File: config.mk
export PLATFORM = sky130hd
export DESIGN_NAME = latch4bit_load_arbiter
export DESIGN_NICKNAME = d
export VERILOG_FILES = /design/src/rtl/latch4bit_load_arbiter.sv
export SDC_FILE = /design/constraint.sdc
export NUM_CORES = 1
export LEC_CHECK = 0
export BUFFER_PORTS_ARGS = -buffer_cell sky130_fd_sc_hd__buf_2
export CORE_ASPECT_RATIO = 1.4
export CORE_MARGIN = 4
export CORE_UTILIZATION = 50
export CTS_BUF_LIST = sky130_fd_sc_hd__clkbuf_8
export CTS_CLUSTER_DIAMETER = 100
export DETAILED_ROUTE_END_ITERATION = 8
export GPL_ROUTABILITY_DRIVEN = 0
export PLACE_DENSITY_LB_ADDON = 0.25
export SYNTH_ARGS = -nofsm -noshare
export SYNTH_HDL_FRONTEND = slang
export SYNTH_SLANG_ARGS = --single-unit
File: constraint.sdc
create_clock -name clk -period 2.4 [get_ports clk]
set_input_delay 0 -clock clk [delete_from_list [all_inputs] [get_ports clk]]
set_output_delay 0 -clock clk [all_outputs]
set_load 0.1 [all_outputs]
File: src/rtl/latch4bit_load_arbiter.sv
// Round-robin arbiter sharing one load-enabled 4-bit register among four
// requesters. The winner's data is driven for HOLD cycles with load high,
// then a one-cycle ack goes back to the winner. q shadows the last value
// committed to the shared register.
//
// state | meaning
// ------+----------------------------------------------------------
// IDLE  | waiting for a request; arbitration happens here only
// LOAD  | load asserted, d held constant, hold counter running
// ACK   | one-cycle ack to owner; pointer advances on exit
module latch4bit_load_arbiter #(
    parameter int WIDTH = 4,
    parameter int HOLD  = 1
) (
    input  logic               clk,
    input  logic               reset,
    input  logic [3:0]         req,
    input  logic [4*WIDTH-1:0] data,
    output logic               load,
    output logic [WIDTH-1:0]   d,
    output logic [3:0]         ack,
    output logic [1:0]         owner,
    output logic               busy,
    output logic [WIDTH-1:0]   q
);

    typedef enum logic [1:0] {
        IDLE = 2'd0,
        LOAD = 2'd1,
        ACK  = 2'd2
    } state_t;

    state_t     state;
    logic [1:0] ptr;
    logic [3:0] cnt;
    logic [1:0] winner;
    logic [1:0] idx;
    logic       found;

    // First requesting index at or above the pointer, wrapping 3 -> 0.
    always_comb begin
        winner = ptr;
        found  = 1'b0;
        idx    = 2'd0;
        for (int k = 0; k < 4; k++) begin
            idx = ptr + 2'(k);
            if (!found && req[idx]) begin
                winner = idx;
                found  = 1'b1;
            end
        end
    end

    // Transfer sequencing with all outputs registered.
    always_ff @(posedge clk) begin
        if (reset) begin
            state <= IDLE;
            load  <= 1'b0;
            d     <= '0;
            ack   <= 4'b0000;
            owner <= 2'd0;
            busy  <= 1'b0;
            q     <= '0;
            ptr   <= 2'd0;
            cnt   <= 4'd0;
        end else begin
            case (state)
                IDLE: begin
                    ack <= 4'b0000;
                    if (req != 4'b0000) begin
                        owner <= winner;
                        d     <= data[int'(winner)*WIDTH +: WIDTH];
                        load  <= 1'b1;
                        busy  <= 1'b1;
                        cnt   <= 4'(HOLD - 1);
                        state <= LOAD;
                    end else begin
                        load <= 1'b0;
                        busy <= 1'b0;
                    end
                end
                LOAD: begin
                    if (cnt != 4'd0) begin
                        cnt <= cnt - 4'd1;
                    end else begin
                        load  <= 1'b0;
                        q     <= d;
                        ack   <= 4'b0001 << owner;
                        state <= ACK;
                    end
                end
                ACK: begin
                    ack   <= 4'b0000;
                    busy  <= 1'b0;
                    ptr   <= owner + 2'd1;
                    state <= IDLE;
                end
                default: begin
                    state <= IDLE;
                    load  <= 1'b0;
                    ack   <= 4'b0000;
                    busy  <= 1'b0;
                end
            endcase
        end
    end

endmodule

== Word-level counts from Yosys, hierarchy flattened ==
Index checks and enable logic that the tools add are counted.
Storage, ports and cells
  bits in registers: 24
  word-level logic and storage cells: 68
Operators by class
  add/subtract/negate cells: 5
  order comparisons: 4
  equality and inequality tests: 5
  shift operators: 2
  multiplexer cells: 24
  bitwise gates (word level): 3
  reductions and logical operators: 16
Operator list (count)
  indexed part select 16 x 5 -> 4 bit: 1
  < comparator 2 x 3 -> 1 bit, second input constant: 4
  two-way mux 2 bit: 5
  two-way mux 1 bit: 9
  binary-select mux 1 bit (select 2 bit): 4
  two-way mux 4 bit: 2
  one-hot mux 4 bit (2 select lines): 1
  AND reduction 2 bit: 4
  nonzero test 4 bit: 2
  inequality test 2 bit, second input constant: 3
  adder 2 x 1 -> 2 bit, second input constant: 2
  adder 2 bit, second input constant: 2
  one-hot mux 2 bit (2 select lines): 1
  << shifter 1 x 2 -> 4 bit, first input constant: 1
  subtractor 4 x 1 -> 4 bit, second input constant: 1
  logical AND 1 bit: 3
  logical NOT 1 bit: 3
  inverter 1 bit: 3
  one-hot mux 1 bit (3 select lines): 1
  AND reduction 3 bit: 1
  equality test 2 x 1 -> 1 bit, second input constant: 1
  equality test 2 bit, second input constant: 1
  logical NOT 2 bit: 1
  one-hot mux 1 bit (2 select lines): 1
  other kinds (2): 2

== Depth between registers and ports, before layout ==
  depth in word-level cells: 13
  mapped depth: 7

== Worst setup path after synthesis ==
OpenSTA, ideal clock, no wires.
  path type: register to register
  start: reg owner[0]
  end: reg ptr[1]
  arrival: 1.627 ns
  required time: 2.272 ns
  path slack: 0.646 ns
  cell stages (with the launch flop): 5
  buffers on the path: 0
  clock period less this slack: 1.754 ns
  cells stage by stage: dfxtp_1 inv_1 ha_1 mux2i_1 nor2_1
Between the ends
  longest elaborated chain between the ends: 1
Ends and longest elaborated chain
  from (decl): RTL line 22  | output logic [1:0] owner,
  from (signal assigned): RTL line 71  | owner <= winner;
  adder 2 x 1 -> 2 bit: RTL line 95  | ptr <= owner + 2'd1;
  to (signal assigned): RTL line 95
  to (decl): RTL line 34  | logic [1:0] ptr;
No other way between the ends.
A chain may end at the register's enable or synchronous reset.

== Final worst setup path ==
  start: reg cnt[0]
  end: reg cnt[3]
Between the ends
  longest elaborated chain between the ends: 3
  elaborated cells on any way between the ends: 6
  those cells by class: add/sub: 1; eq/ne: 1; mux: 2; reduce/logical: 2
Ends and longest elaborated chain
  from (decl): RTL line 35  | logic [3:0] cnt;
  from (signal assigned): RTL line 75  | cnt <= 4'(HOLD - 1);
  from (signal assigned): RTL line 84  | cnt <= cnt - 4'd1;
  subtractor 4 x 1 -> 4 bit or nonzero test 4 bit (tied branches): RTL line 84, 83
  two-way mux 4 bit or inequality test 2 bit (tied branches)
  one-hot mux 4 bit (2 select lines) or AND reduction 3 bit (tied branches)
Parallel ways exist; a longest one is shown, timed or not. The select of a mux whose other input is x is not followed.

==> impl_metrics.yaml <==
run_status:
  outcome: "completed"
yosys:
  synth-seq-cells: 24
  synth_edf_count: 0
  synth_top_area_share_pct: 39.5
  seq_area_frac_synth_pct: 39.5
  synth_fp_nets: 161
  netlist_area_mm2: 0.00122
  synth.area.top_cells: "dfxtp_1 39%, mux2i_1 11%, ha_1 6.2%, nor2_1 4.6%, a21oi_1 4.5%"
  yosysMostFrequentCell: "dfxtp_1"
  synth_common_cells: "24 x dfxtp_1, 15 x nor2_1, 13 x mux2i_1"
  async_flop_share_pct: 0
  synth_area_leader_cell: "dfxtp_1"
  postSynthAreaPerCell_um2: 9.15
  synth_cell_type_count: 33
  yosysWarnings: 0
  ys.flop_type: "dfxtp_1"
  synthCells: 133
worst_setup_path:
  ff2ff_setup_slack_ns: 0.64
  start_kind: "register"
  r2r-end: "cnt[3]"
  end_kind: "register"
  r2r-start: "cnt[0]"
  reg2reg_depth: 8
  required_ns: 2.54
  cp_data_arrival_time_ns: 1.89
  cp_max_fo: 11
  crit_type: "register to register"
sta:
  setup_viol_count_final: 0
  fin_crit_sh_pct: 73.2
  slew_headroom_pct: 60.2
  rsz0062_at_grt: "false"
  hold_viol_final: 0
  slew_viol_final: 0
  tightest_slew_ns: 0.592
  tns_ns: 0
  fin_skew_ns: 0.00541
  fmax_ghz: 0.569
  period_needed_ns: 1.76
power_and_ir_drop:
  p_total_mw: 0.985
  p_leak_nw: 0.684
  power.density_mw_per_mm2: 679
  max-vdd-ir-drop_uv: 414
drt:
  routed_wl_um: 2560
  viasPerCell: 5.54
  drc: 0
  vias: 1059
  firstDrtPassIters: 4
  route.antenna.remaining_nets: 0
  wl_per_cell_um: 13.4
  drtIter0Drc: 21
clock_network:
  htreeDepth: 1
  worstSkewPairLatency_ns: 0.27
  cts_setup_buffers: 0
  cts_buffers: 3
  clockBufferDepth: 2
  clk_pin_slew_ns: 0.07
  cts_tree: "done"
  cts-root-buf: "clkbuf_8"
  clock_sinks: 24
  hold_buffers: 0
  cts_resized: 0
worst_hold_path:
  hold_depth: 3
  min_path_type: "primary input to register"
  hp-start: "data[6]"
  min_to: "d[2]"
grt:
  gr-usage-all-layers_pct: 17.2
  globalRouteMet2Util_pct: 30.1
  grt_antenna_before_repair: 0
  grt_overflow: 0
  grt_max_degree: 23
  grt_pass1_vias: 1021
  grt_use_met1_pct: 18.2
  met3_usage_pct: 3.84
  grt_pass1_wl_um: 4400
  grt-busiest-layer: "met2"
place:
  portBuffers: 37
  hpwl_um: 2020
finish:
  diodes: 0
  fin_nets: 199
  drive_gt1_share_pct: 29.0
  synthToLayoutAreaGrowth_pct: 19.1
floorplan:
  die-width_um: 49.7
  num_rows: 20
  io_pins: 38
  initial_core_util_pct: 54.1
  dieArea_mm2: 0.00330
  coreArea_mm2: 0.00225
  die_h_um: 66.4
job:
  max_cap_violations: 0
==> through the flow <==
| step | hold slack [ns] | std cells | worst slack (ns) | instance area, um^2 | utilization (%) |
|---|---|---|---|---|---|
| 2_1_floorplan | 0.200 | 133 | 0.646 | 1220 | - |
| 3_3_place_gp | 0.318 | 188 | 0.735 | 1410 | 62.6 |
| 3_5_place_dp | 0.316 | 188 | 0.643 | 1410 | 62.6 |
| 4_1_cts | 0.0498 | 191 | 0.638 | 1450 | 64.4 |
| 5_1_grt | 0.0767 | 191 | 0.568 | 1450 | 64.4 |
| 6_report | 0.0406 | 191 | 0.642 | 1450 | 64.4 |
==> flip-flops by register name, indices dropped and copies added (netlist names) <==
| signal | count |
|---|---|
| d | 4 |
| busy | 1 |
| owner | 2 |
| state | 2 |
| ack | 4 |
| load | 1 |
| cnt | 4 |
| q | 4 |
| ptr | 2 |
==> cells in the final DEF, fill, tap and decap left out <==
master,n
o21a_1,1
inv_1,6
o221ai_1,4
nor3b_1,1
clkbuf_8,3
nor4_2,1
nand2_2,1
xnor2_1,2
buf_2,37
dfxtp_1,24
mux2i_1,13
nor3_4,1
and2_4,1
a211oi_1,1
nand2_4,1
nand2b_1,4
and3b_1,1
ha_1,6
nor2_1,15
a21oi_1,11
buf_4,1
nand3_1,4
nor3_1,3
nand3b_1,5
or3_1,2
nor2_8,1
nand2_1,10
nand2b_2,2
nor2b_1,3
o21ai_1,1
o22ai_1,1
nor4_1,1
nand4b_1,1
==> final cells by class <==
type | instances | area (um^2)
timing repair buffer | 38 | 193
multi-input combinational | 98 | 686
tap | 22 | 27.5
sequential | 24 | 480
fill | 194 | 802
clock buffer | 3 | 41.3
inverter | 6 | 22.5
==> power breakdown <==
group          total [mW]  internal, mW  switching [mW]
clock network       0.232         0.112           0.119
registers           0.444         0.424          0.0197
logic               0.309        0.0737           0.235
==> worst max-delay path: stages, from the launching register on <==
cell and delay [ns]:
dfxtp_1 0.38, inv_1 0.08, ha_1 0.18, nor3b_1 0.13, buf_4 0.18, nand2b_2 0.24
nor4_2 0.21, xnor2_1 0.16, nor3_1 0.06
==> per-layer routing <==
layer  vias up  wire (um)
met2        22       1320
met4         0         69
met1       500       1050
met3         6        127
li1        531          -
met5         -          0
==> worst max path at each step <==
stage	start	slack (ns)	depth (start not counted)	endpoint
after global routing	cnt[0]	0.57	8	cnt[3]
after CTS	cnt[0]	0.64	8	cnt[3]
after floorplan	owner[0]	0.65	4	ptr[1]
after detailed placement	cnt[0]	0.64	8	cnt[3]
final	cnt[0]	0.64	8	cnt[3]
after global placement	cnt[0]	0.73	8	cnt[3]
==> logic make-up after synthesis <==
| kind of cell | count (synthesis) | synth area share, % |
|---|---|---|
| AOI/OAI and AO/OA | 19 | 9.56 |
| adders and majority gates | 6 | 6.17 |
| buffers and inverters | 11 | 4.21 |
| DFF | 24 | 39.5 |
| muxes | 13 | 10.7 |
| xor gates and xnor gates | 2 | 1.44 |
| and+or+nand+nor | 58 | 28.5 |
Power figures use the tool's default switching activity.
